`config.mk`:
```
export PLATFORM = sky130hd
export DESIGN_NAME = iguana_reg_resp
export DESIGN_NICKNAME = d
export VERILOG_FILES = /design/src/rtl/iguana_reg_resp.sv
export SDC_FILE = /design/constraint.sdc
export NUM_CORES = 1
export LEC_CHECK = 0
export BUFFER_PORTS_ARGS = -buffer_cell sky130_fd_sc_hd__clkbuf_2
export CORE_MARGIN = 2
export CORE_UTILIZATION = 39
export DETAILED_ROUTE_END_ITERATION = 7
export GPL_TIMING_DRIVEN = 0
export PLACE_DENSITY = 0.61
export SKIP_CTS_REPAIR_TIMING = 1
export SLEW_MARGIN = 20
export SYNTH_ARGS = -nofsm -noshare
export SYNTH_HDL_FRONTEND = slang
export SYNTH_SLANG_ARGS = --single-unit
```
`constraint.sdc`:
```
create_clock -name clk_i -period 15.2 [get_ports clk_i]
set_clock_uncertainty 0.2 [all_clocks]
set_input_delay 3.04 -clock clk_i [delete_from_list [all_inputs] [get_ports clk_i]]
set_output_delay 3.04 -clock clk_i [all_outputs]
set_load 0.03 [all_outputs]
```
`src/rtl/iguana_reg_resp.sv`:
```
// Register-bus responder: small 32-bit register bank behind a programmable-latency handshake.
// Optional sticky write-lock on register 1 bit 0 is enabled by defining IGUANA_REG_RESP_LOCK_EN.
module iguana_reg_resp #(
  parameter int unsigned          AddrWidth  = 48,
  parameter logic [AddrWidth-1:0] BaseAddr   = AddrWidth'(48'h0000_2000_2000),
  parameter int unsigned          NumRegs    = 8,
  parameter int unsigned          WaitCycles = 2,
  parameter logic [31:0]          IdValue    = 32'h1C0A_0001
) (
  input  logic                    clk_i,
  input  logic                    rst_i,
  input  logic                    reg_valid_i,
  input  logic                    reg_write_i,
  input  logic [AddrWidth-1:0]    reg_addr_i,
  input  logic [31:0]             reg_wdata_i,
  input  logic [3:0]              reg_wstrb_i,
  output logic                    reg_ready_o,
  output logic [31:0]             reg_rdata_o,
  output logic                    reg_error_o,
  output logic [32*NumRegs-1:0]   regs_o
);

  localparam int unsigned CntW       = 4;
  localparam int unsigned RegionSize = 4096;

  typedef enum logic [1:0] {S_IDLE, S_WAIT, S_RESP} state_t;

  state_t                state_q, state_d;
  logic [CntW-1:0]       cnt_q;
  logic                  write_q;
  logic [AddrWidth-1:0]  addr_q;
  logic [31:0]           wdata_q;
  logic [3:0]            wstrb_q;
  logic [31:0]           regs_q [1:NumRegs-1];

  logic                  dec_write;
  logic [AddrWidth-1:0]  dec_addr;
  logic [AddrWidth-1:0]  offset;
  logic [9:0]            index;
  logic                  lock_err;
  logic                  dec_error;
  logic [31:0]           rd_val;
  logic                  commit;

  // Next-state logic
  always_comb begin
    state_d = state_q;
    case (state_q)
      S_IDLE: if (reg_valid_i) state_d = (WaitCycles == 0) ? S_RESP : S_WAIT;
      S_WAIT: begin
        if (!reg_valid_i)                         state_d = S_IDLE;
        else if (cnt_q == CntW'(WaitCycles - 1))  state_d = S_RESP;
      end
      S_RESP: state_d = S_IDLE;
      default: state_d = S_IDLE;
    endcase
  end

  // Decode live inputs in IDLE (zero-wait path), otherwise the latched request
  always_comb begin
    dec_write = (state_q == S_IDLE) ? reg_write_i : write_q;
    dec_addr  = (state_q == S_IDLE) ? reg_addr_i  : addr_q;
    offset    = dec_addr - BaseAddr;
    index     = offset[11:2];
`ifdef IGUANA_REG_RESP_LOCK_EN
    lock_err  = dec_write && regs_q[1][0];
`else
    lock_err  = 1'b0;
`endif
    dec_error = (dec_addr < BaseAddr) || (offset >= AddrWidth'(RegionSize)) ||
                (dec_addr[1:0] != 2'b00) || (index >= 10'(NumRegs)) ||
                (dec_write && (index == 10'd0)) || lock_err;
  end

  always_comb begin
    regs_o        = '0;
    regs_o[31:0]  = IdValue;
    for (int i = 1; i < NumRegs; i++) regs_o[32*i +: 32] = regs_q[i];
  end

  always_comb begin
    rd_val = '0;
    for (int i = 0; i < NumRegs; i++) begin
      if (index == 10'(i)) rd_val = regs_o[32*i +: 32];
    end
  end

  // Error flag registered on RESP entry gates the write commit
  assign commit = (state_q == S_RESP) && write_q && !reg_error_o;

  always_ff @(posedge clk_i or posedge rst_i) begin
    if (rst_i) begin
      state_q     <= S_IDLE;
      cnt_q       <= '0;
      write_q     <= 1'b0;
      addr_q      <= '0;
      wdata_q     <= '0;
      wstrb_q     <= '0;
      reg_ready_o <= 1'b0;
      reg_rdata_o <= '0;
      reg_error_o <= 1'b0;
    end else begin
      state_q     <= state_d;
      cnt_q       <= (state_q == S_WAIT && state_d == S_WAIT) ? cnt_q + CntW'(1) : '0;
      if (state_q == S_IDLE && reg_valid_i) begin
        write_q <= reg_write_i;
        addr_q  <= reg_addr_i;
        wdata_q <= reg_wdata_i;
        wstrb_q <= reg_wstrb_i;
      end
      reg_ready_o <= (state_d == S_RESP);
      reg_error_o <= (state_d == S_RESP) && dec_error;
      reg_rdata_o <= ((state_d == S_RESP) && !dec_error && !dec_write) ? rd_val : '0;
    end
  end

  // Register bank, byte-lane writes
  always_ff @(posedge clk_i or posedge rst_i) begin
    if (rst_i) begin
      for (int i = 1; i < NumRegs; i++) regs_q[i] <= '0;
    end else if (commit) begin
      for (int i = 1; i < NumRegs; i++) begin
        for (int b = 0; b < 4; b++) begin
          if ((index == 10'(i)) && wstrb_q[b]) regs_q[i][8*b +: 8] <= wdata_q[8*b +: 8];
        end
      end
    end
  end

endmodule

```
==> results by group, run 1 <==
Finish
  • Layout Nets: 1832
  • Register area: 0.008733 sq mm
  • Finished Layout Cells: 2305
  • P&R area growth vs syn: 24.71%
  • Area of the multi-input gates: ~0.0070 sq mm
  • Layout cells sized above 1: 0.4534
  • Final Core Density: 0.4925
  • Fillers: 3739

Power and ir drop
  • Worst vdd ir: 0.00007956 V
  • Cell Pwr Density: 110.5 mW/mm^2
  • Leak: 0.009711 uW

Synthesis
  • Synthesized area per cell: 12.25 sq um
  • Ys Warns: 0
  • Post-synthesis register bit count: around 350
  • Share of the synthesized area in the top cell type: 0.5416
  • Main synth FF type: dfrtp_1
  • Top post-synthesis cells by area: dfrtp_1 54%, mux2_2 21%, o21ai_0 2.5%
  • Number of synthesized flops with an enable pin: 0
  • Sequential-to-total area share from yosys stat: 0.5416
  • Post-synth top area cell: dfrtp_1
  • Distinct cell type count of the synthesized netlist: 66
  • Post-synthesis cell count: roughly 1300
  • Post-Synthesis Cell Area: 0.01613 sq mm
  • Post-synth ARST share: 1.000

Route
  • Antenna viol nets, final: 0
  • Drt drc: 0
  • Pre-antenna DRT Iters: 5
  • Drt first-iter violations: between 900 and 1000
  • Routed len/inst: 25.66 um
  • Via density: 5.579
  • Via count: 12859
  • DRT Wirelength: 59160 um

Placed design
  • HPWL after DPL: 42530 um
  • Worst slack, placed: 8.103 ns
  • GPL Wtd Cong: 0.8746
  • Placed Cells: 2230
  • PortBufs: 345

Clock tree
  • Worst-Skew Late Latency: 0.58 ns
  • Root Buffer: clkbuf_16
  • CTS H-tree lvls: 2
  • CTS sink count: 349
  • CTS tree: yes
  • Clk slew on worst S/H paths: 0.06 ns
  • TritonCTS buffer count: 41
  • Clock Path Buffers: 3

Setup path
  • Crit path launch type: input port
  • CP required: 15.45 ns
  • CP Class: in2reg
  • CP Max Fanout: 10
  • CP Capture Type: flop
  • Critical path arrival: 6.86 ns

STA
  • Setup Viol. Count Final: 0
  • Period utilisation layout: 0.4352
  • RSZ-0062 raised after global routing: false
  • Max-slew violation count: 0
  • Tightest Pin Transition: roughly 1.2 ns
  • Final WS setup: roughly 8.6 ns
  • Post-route minimum period: around 6.6 ns
  • Peak Freq: 151.2 MHz
  • Fin Hold WS: 0.2996 ns
  • Slew Limit Headroom: 0.2108
  • Final hold vios: 0

Flow run
  • MaxCap Viol Count: 0

Die
  • Core Area: 0.04083 sq mm
  • Top Ports: 378
  • Die W: between 200 and 250 um
  • Chip height: 207.3 um
  • Row cnt: 74
  • Full die area: 0.04299 sq mm
  • Initial Util: 0.3949

Min path
  • Hold crit path type: reg2reg

Global routing
  • Number of global-route vias before repair: 13092
  • Pin count of the biggest net entering global routing: 104
  • Overflow after GRT: 0
  • All-layer global routing usage: 0.2710
  • First-pass GRT wire length: 87330 um
  • Initial antenna violation count: 1

Status
  • Outcome: completed
[area by class of cell]
type | instances | share of cell area
sequential | 349 | 0.4343
multi-input combinational | 891 | 0.3485
timing repair buffer | 352 | 0.09146
clock buffer | 58 | 0.05724
tap | 532 | 0.03310
buffer | 99 | 0.02563
clock inverter | 15 | 0.007840
inverter | 7 | 0.001680
antenna | 2 | 0.0002489
[report_power, final]
group,leakage [uW],internal [uW],switching (uW)
sequential,0.00468,971,52.7
clock,0.000651,566,409
combinational,0.00438,85.2,138
[critical path, stage by stage]
cell and delay [ns]:
clkbuf_2 0.09, or4_1 0.65, o22a_1 0.27, a21oi_1 0.55, clkbuf_1 0.69, nand2_1 0.29
nor2_1 0.85, mux2_2 0.43
[final timing paths]
| kind | startpoint | endpoint | cells past startpoint | slack (ns) |
|---|---|---|---|---|
| min in group asynchronous | rst_i | addr_q[16] | 2 | 2.27 |
| hold / removal | cnt_q[0] | cnt_q[0] | 1 | 0.30 |
| hold reg to reg | cnt_q[0] | cnt_q[0] | 1 | 0.30 |
| setup reg to reg | state_q[0] | reg_rdata_o[11] | 16 | 9.50 |
| max in group asynchronous | rst_i | wdata_q[27] | 4 | 11.21 |
| setup / recovery | reg_addr_i[5] | regs_o[97] | 8 | 8.58 |
[synth_stat cells (all sizes together) (4+ instances only)]
cell and instances:
dfrtp 349, mux2 307, nand2 80, o21ai 79
nor2 72, a21oi 62, clkbuf 53, buf 46
nor3 35, a22oi 30, a2111oi 23, mux2i 21
o211ai 19, o22ai 15, nand3 10, nor4 10
inv 7, nor3b 7, a211oi 6, o221ai 6
or4 6, a221oi 5, o21a 5, o31ai 5
xnor2 5, a31oi 4
[registers in the layout (all words and copies together) (netlist names)]
| signal | flops |
|---|---|
| state_q | 2 |
| reg_ready_o | 1 |
| addr_q | 48 |
| wstrb_q | 4 |
| cnt_q | 4 |
| regs_o | 224 |
| wdata_q | 32 |
| reg_error_o | 1 |
| reg_rdata_o | 32 |
| write_q | 1 |
[layer usage]
| metal | up-vias | track usage | part of all wire |
|---|---|---|---|
| li1 | 5669 | - | - |
| met5 | - | 0 | 0 |
| met4 | 0 | 0.1170 | 0.039 |
| met1 | 6571 | 0.3501 | 0.41 |
| met2 | 503 | 0.4315 | 0.47 |
| met3 | 116 | 0.06959 | 0.080 |
[cells by family (layout without fill, tap and decap cells)]
kind of cell    after synthesis  count (layout)  synth area share
xor+xnor                      7               7          0.003802
flops                       349             349            0.5416
fa+ha+maj                     3               3          0.002328
compound gates              277             277            0.1172
other cells                   2              34         0.0004657
simple gates                244             244           0.07340
mux                         328             328            0.2277
buf+inv                     106             531           0.03360
[layout by cell type, fill, tap and decap left out, drive strengths merged, types with 23 or more instances in the layout]
cell	netlist	layout
nor3	35	35
nand2	80	80
nor2	72	72
a21oi	62	62
a22oi	30	30
clkbuf	53	456
dfrtp	349	349
buf	46	53
conb	2	32
mux2	307	307
o21ai	79	79
a2111oi	23	23
[stage by stage]
stage	total power (uW)	setup TNS (ns)	instance area, sq um
after floorplan	1169	0	16240
after detailed placement	1260	0	18790
after global routing	2299	0	20110
final	2221	0	20110
after CTS	2238	0	20100
after global placement	1253	-607.39	18630
Power figures use the tool's default switching activity.
==> inputs of run 2 (changes only) <==
==> constraint.sdc (replaced) <==
create_clock -name clk_i -period 6.2 [get_ports clk_i]
set_clock_uncertainty 0.2 [all_clocks]
set_input_delay 1.24 -clock clk_i [delete_from_list [all_inputs] [get_ports clk_i]]
set_output_delay 1.24 -clock clk_i [all_outputs]
set_load 0.03 [all_outputs]
==> run 2 against run 1 <==
Effect of this change: first-iteration DRC count shrank 16%; clock-buffer cell count is the same; die area is the same; sequential cell count is the same; sequential power grew 150%; global-route usage shrank 0.15 points; clock power grew 140%; core utilization grew 0.37 points; non-clock buffer count grew 9; total power grew 140%; cell count grew 0.13%; largest cell class unchanged.
==> results by group, run 2 (synthesis gave the netlist of run 1 again) <==
Global routing
  • Pin count of the biggest net entering global routing: 36 (-65%)
  • Overflow after GRT: 0 (unchanged)
  • First-pass GRT wire length: 86560 um (-0.88%)
  • All-layer global routing usage: 0.2694 (-0.001547)
  • Initial antenna violation count: 2 (+1)
  • Number of global-route vias before repair: 13215 (+0.94%)

Clock tree
  • Clock Path Buffers: 3 (unchanged)
  • TritonCTS buffer count: 40 (-2.4%)
  • Clk slew on worst S/H paths: 0.06 ns (about the same)
  • CTS tree: yes
  • Worst-Skew Late Latency: 0.58 ns (about the same)
  • Root Buffer: clkbuf_16
  • CTS H-tree lvls: 2 (unchanged)
  • CTS sink count: 349 (unchanged)

STA
  • Post-route minimum period: 5.558 ns
  • Final hold vios: 0 (unchanged)
  • Max-slew violation count: 0 (unchanged)
  • Period utilisation layout: 0.8965
  • Fin Hold WS: 0.2944 ns (-0.005222 ns)
  • Tightest Pin Transition: 1.155 ns (-0.01611 ns)
  • Peak Freq: 179.9 MHz
  • Slew Limit Headroom: 0.2269 (+0.01615)
  • Setup Viol. Count Final: 0 (unchanged)
  • RSZ-0062 raised after global routing: false

Setup path
  • R2r endpoint: reg_rdata_o[16]
  • Critical path arrival: 5.79 ns (-1.07 ns)
  • Critical path, cell by cell: buf_2 -> nor2_2 -> buf_6 -> clkbuf_1 -> buf_2 -> mux2i_1 -> ha_1 -> o211a_1 -> and4_1 -> a21oi_1 -> a211o_1 -> a2111o_1 -> nor4_1 -> nand4_1 -> buf_4 -> a2111oi_2
  • Most used cell, CP: buf_2
  • Crit. Startpoint: state_q[0]
  • CP max stage delay: 0.50 ns (-0.35 ns)
  • Worst r2r src: state_q[0]
  • Flop2flop setup slack: 0.64 ns (-8.86 ns)
  • Slowest-stage cell, CP: clkbuf_1
  • CP Max Fanout: 10 (unchanged)
  • Crit path launch type: flop
  • CP required: 6.44 ns (-9.01 ns)
  • Crit path capture: reg_rdata_o[16]
  • R2R cell count: 16 (unchanged)
  • CP Class: reg2reg
  • CP Capture Type: flop

Finish
  • P&R area growth vs syn: 25.64%
  • Most frequent cells in the layout: 349 x dfrtp_1, 345 x clkbuf_2, 307 x mux2_2, 80 x nand2_1, 79 x o21ai_0
  • Layout Nets: 1840 (+0.44%)
  • Post-route cell area: 0.02026 sq mm (+0.75%)
  • Layout cells sized above 1: 0.4558 (+0.002358)
  • Max reg flops: 224 (unchanged)
  • Fillers: 3756 (+0.45%)
  • Most common cell after layout, fill and taps aside: dfrtp_1

Die
  • Row cnt: 74 (unchanged)
  • Chip height: 207.3 um (unchanged)
  • Top Ports: 378 (unchanged)
  • Full die area: 0.04299 sq mm (unchanged)
  • Core Area: 0.04083 sq mm (unchanged)
  • Die W: 207.3 um (unchanged)
  • Initial Util: 0.3949 (unchanged)

Placed design
  • GPL Wtd Cong: 0.8604 (-1.6%)
  • HPWL after DPL: 43470 um (+2.2%)
  • Area after DPL: 0.01897 sq mm (+0.93%)
  • PortBufs: 345 (unchanged)

Route
  • Antenna viol nets, final: 0 (unchanged)
  • DRT Wirelength: 59130 um (about the same)
  • Drt first-iter violations: 762 (-16%)
  • Via density: 5.575 (about the same)
  • Pre-antenna DRT Iters: 5 (unchanged)
  • Via count: 12867 (+0.062%)
  • Routed len/inst: 25.62 um (-0.18%)
  • Drt drc: 0 (unchanged)

Power and ir drop
  • Worst vdd ir: 0.0002287 V (+190%)
  • Cell Pwr Density: 267.2 mW/mm^2 (+140%)
  • Leak: 0.009772 uW (+0.63%)

Status
  • Outcome: completed

Min path
  • Hold path startpoint: cnt_q[0]
  • Hold crit path type: reg2reg

Flow run
  • MaxCap Viol Count: 0 (unchanged)
run 2: cell types whose count changed in the layout (fill, tap and decap cells not counted), sizes merged:
cell / before / now
clkinvlp: 0 / 2
clkinv: 11 / 7
diode: 2 / 1
bufinv: 2 / 1
inv: 9 / 7
buf: 53 / 62
run 2: area by class of cell:
cell class | instances | area (sq um) | area share
Tap cell | 532 | 665.6 | 0.03286
Antenna cell | 1 | 2.502 | 0.0001235
Buffer | 99 | 515.5 | 0.02544
Clock buffer | 58 | 1169 | 0.05768
Sequential cell | 349 | 8733 | 0.4311
Clock inverter | 10 | 121.4 | 0.005991
Inverter | 7 | 30.03 | 0.001482
Multi-Input combinational cell | 891 | 7003 | 0.3457
Timing Repair Buffer | 361 | 2019 | 0.09968
run 2: worst max-delay path: cells and delay by family, from the launching register on:
| family | cells | cell delay (ns) |
|---|---|---|
| buffers and inverters | 5 | 1.67 |
| AOI/OAI and AO/OA | 5 | 1.61 |
| and+or+nand+nor | 4 | 1.05 |
| DFF | 1 | 0.37 |
| adders and majority gates | 1 | 0.26 |
| muxes | 1 | 0.25 |
run 2: through the flow:
stage | instances | setup TNS [ns] | setup WS [ns] | util | total power (uW)
2_1_floorplan | 1346 | 0 | 0.08758 | - | 2867
3_3_place_gp | 2223 | -708.52 | -2.079 | 0.4564 | 3068
3_5_place_dp | 2239 | 0 | 0.5565 | 0.4645 | 3100
4_1_cts | 2307 | 0 | 0.5758 | 0.4961 | 5450
5_1_grt | 2308 | 0 | 0.3077 | 0.4962 | 5602
6_report | 2308 | 0 | 0.6415 | 0.4962 | 5413
run 2: report_power, final:
part | switching, uW | internal, uW
clock network | 993 | 1360
registers | 129 | 2380
logic | 335 | 220
total | 1460 | 3960
run 2: routing by layer:
layer / vias to the layer above / global-route usage / wire length [um]
met5: - / 0 / 11
met4: 2 / 0.1094 / 2259
met3: 121 / 0.07837 / 5060
met2: 496 / 0.4405 / 28030
met1: 6563 / 0.3352 / 23770
li1: 5685 / - / -
run 2: worst min-delay path by stage:
stage / endpoint / cells after the start / slack (ns)
after CTS: cnt_q[0] / 1 / 0.30
after global routing: addr_q[15] / 1 / 0.32
after global placement: cnt_q[0] / 1 / 0.27
after floorplan: cnt_q[0] / 1 / 0.26
final: cnt_q[0] / 1 / 0.29
after detailed placement: cnt_q[0] / 1 / 0.29
==> inputs of run 3 (changes only) <==
--- a/config.mk
+++ b/config.mk
@@ -10,6 +10,7 @@
 export CORE_UTILIZATION = 39
 export DETAILED_ROUTE_END_ITERATION = 7
 export GPL_TIMING_DRIVEN = 0
+export MAX_ROUTING_LAYER = met4
 export PLACE_DENSITY = 0.61
 export SKIP_CTS_REPAIR_TIMING = 1
 export SLEW_MARGIN = 20
==> run 3 against run 2 <==
Effect of this change: total power grew 4.2%; cell area grew 0.80%; register-to-register slack lost 0.15 ns; critical path depth is the same; largest power group is now clock.
==> results by group, run 3 (synthesis gave the netlist of run 1 again) <==
Status
  • Outcome: completed

Global routing
  • Overflow after GRT: 0 (unchanged)
  • Initial antenna violation count: 2 (unchanged)
  • Pin count of the biggest net entering global routing: 36 (unchanged)
  • First-pass GRT wire length: 87700 um (+1.3%)
  • All-layer global routing usage: 0.2806 (+0.01122)
  • Number of global-route vias before repair: 13257 (+0.32%)

Die
  • Row cnt: 74 (unchanged)
  • Chip height: 207.3 um (unchanged)
  • Initial Util: 0.3949 (unchanged)
  • Top Ports: 378 (unchanged)
  • Full die area: 0.04299 sq mm (unchanged)
  • Core Area: 0.04083 sq mm (unchanged)
  • Die W: 207.3 um (unchanged)

STA
  • Final hold vios: 0 (unchanged)
  • Period utilisation layout: 0.9204 (+0.02389)
  • RSZ-0062 raised after global routing: false
  • Setup Viol. Count Final: 0 (unchanged)
  • Post-route minimum period: 5.707 ns (+0.1481 ns)
  • Tightest Pin Transition: 1.130 ns (-0.02523 ns)
  • Max-slew violation count: 0 (unchanged)
  • Slew Limit Headroom: 0.2438 (+0.01688)
  • Peak Freq: 175.2 MHz (-2.6%)

Setup path
  • CP Max Fanout: 10 (unchanged)
  • CP Capture Type: flop
  • CP Class: reg2reg
  • Worst r2r src: state_q[0]
  • Crit path launch type: flop
  • Critical path arrival: 5.95 ns (+0.16 ns)
  • Crit. Startpoint: state_q[0]
  • CP required: 6.45 ns (about the same)

Clock tree
  • CTS tree: yes
  • CTS sink count: 349 (unchanged)
  • Clk slew on worst S/H paths: 0.06 ns (about the same)
  • Clock Path Buffers: 3 (unchanged)
  • Worst-Skew Late Latency: 0.57 ns (about the same)
  • CTS H-tree lvls: 2 (unchanged)
  • TritonCTS buffer count: 41 (+2.5%)
  • Root Buffer: clkbuf_16

Route
  • Drt drc: 0 (unchanged)
  • Via density: 5.590 (+0.27%)
  • DRT Wirelength: 59170 um (about the same)
  • Drt first-iter violations: 768 (+0.79%)
  • Via count: 12941 (+0.58%)
  • Pre-antenna DRT Iters: 5 (unchanged)
  • Routed len/inst: 25.56 um (-0.23%)
  • Antenna viol nets, final: 0 (unchanged)

Power and ir drop
  • Leak: 0.009859 uW (+0.89%)
  • Post-layout power: 5639 uW (+4.2%)
  • Cell Pwr Density: 276.1 mW/mm^2 (+3.3%)
  • Worst vdd ir: 0.0002593 V (+13%)

Finish
  • Layout Nets: 1841 (+0.054%)
  • Max reg flops: 224 (unchanged)
  • Most frequent cells in the layout: 349 x dfrtp_1, 345 x clkbuf_2, 307 x mux2_2, 80 x nand2_1, 79 x o21ai_0
  • Layout cells sized above 1: 0.4599 (+0.004079)
  • Final Core Density: 0.5001 (+0.003953)
  • Most common cell after layout, fill and taps aside: dfrtp_1
  • P&R area growth vs syn: 26.64%

Placed design
  • HPWL after DPL: 43460 um (about the same)
  • GPL Wtd Cong: 0.8721 (+1.4%)
  • PortBufs: 345 (unchanged)

Min path
  • Hold crit path type: reg2reg
  • Hold path startpoint: cnt_q[0]

Flow run
  • MaxCap Viol Count: 0 (unchanged)
[run 3: worst max-delay path: stages (launching register included)]
cell and delay [ns]:
dfrtp_1 0.37, buf_2 0.19, nor2_2 0.16, buf_6 0.19, clkbuf_1 0.55, buf_2 0.45
mux2i_1 0.26, ha_1 0.26, o211a_1 0.21, and4_1 0.29, a21oi_1 0.20, a211o_1 0.35
a2111o_1 0.40, nor4_1 0.29, nand4_1 0.37, buf_2 0.41, a2111oi_2 0.40
[run 3: metal layers]
layer	GRT usage	share of wire	up-vias
li1	-	-	5706
met5	-	0	-
met3	0.08578	0.088	121
met1	0.3440	0.40	6597
met2	0.4394	0.47	517
met4	0.09926	0.036	0
[run 3: final timing paths]
| path | endpoint | slack [ns] | cells past startpoint |
|---|---|---|---|
| min in group asynchronous | wdata_q[6] | 0.48 | 2 |
| max in group asynchronous | regs_o[60] | 3.88 | 7 |
| setup / recovery | reg_rdata_o[20] | 0.49 | 16 |
| hold reg to reg | cnt_q[0] | 0.30 | 1 |
| hold / removal | cnt_q[0] | 0.30 | 1 |
| setup reg to reg | reg_rdata_o[20] | 0.49 | 16 |
[run 3: where the power goes]
group / total [uW] / internal [uW] / switching (uW)
Sequential: 2510 / 2380 / 130
Combinational: 556 / 220 / 336
Clock: 2570 / 1570 / 1000
Total: 5640 / 4170 / 1470
[run 3: per-stage QoR]
step / worst slack (ns) / cells / instance area (sq um) / setup TNS [ns] / hold WS [ns]
6_report: 0.4934 / 2315 / 20420 / 0 / 0.2965
4_1_cts: 0.4935 / 2313 / 20420 / 0 / 0.3031
5_1_grt: 0.1762 / 2315 / 20420 / 0 / 0.3179
3_3_place_gp: -2.062 / 2223 / 18630 / -704.68 / 0.2731
2_1_floorplan: 0.08758 / 1346 / 16240 / 0 / 0.2562
3_5_place_dp: 0.4777 / 2239 / 18970 / 0 / 0.2942
[run 3: final cells by class]
| type | instances | area (sq um) |
|---|---|---|
| clock buffers | 59 | 1245 |
| plain buffers | 99 | 515.5 |
| repair buffers | 361 | 2019 |
| diodes | 2 | 5.005 |
| inverters | 7 | 30.03 |
| multi-input cells | 891 | 7003 |
| well taps | 532 | 665.6 |
| fillers | 3768 | 20410 |
| flip-flops and latches | 349 | 8733 |
| clock inverters | 15 | 203.9 |
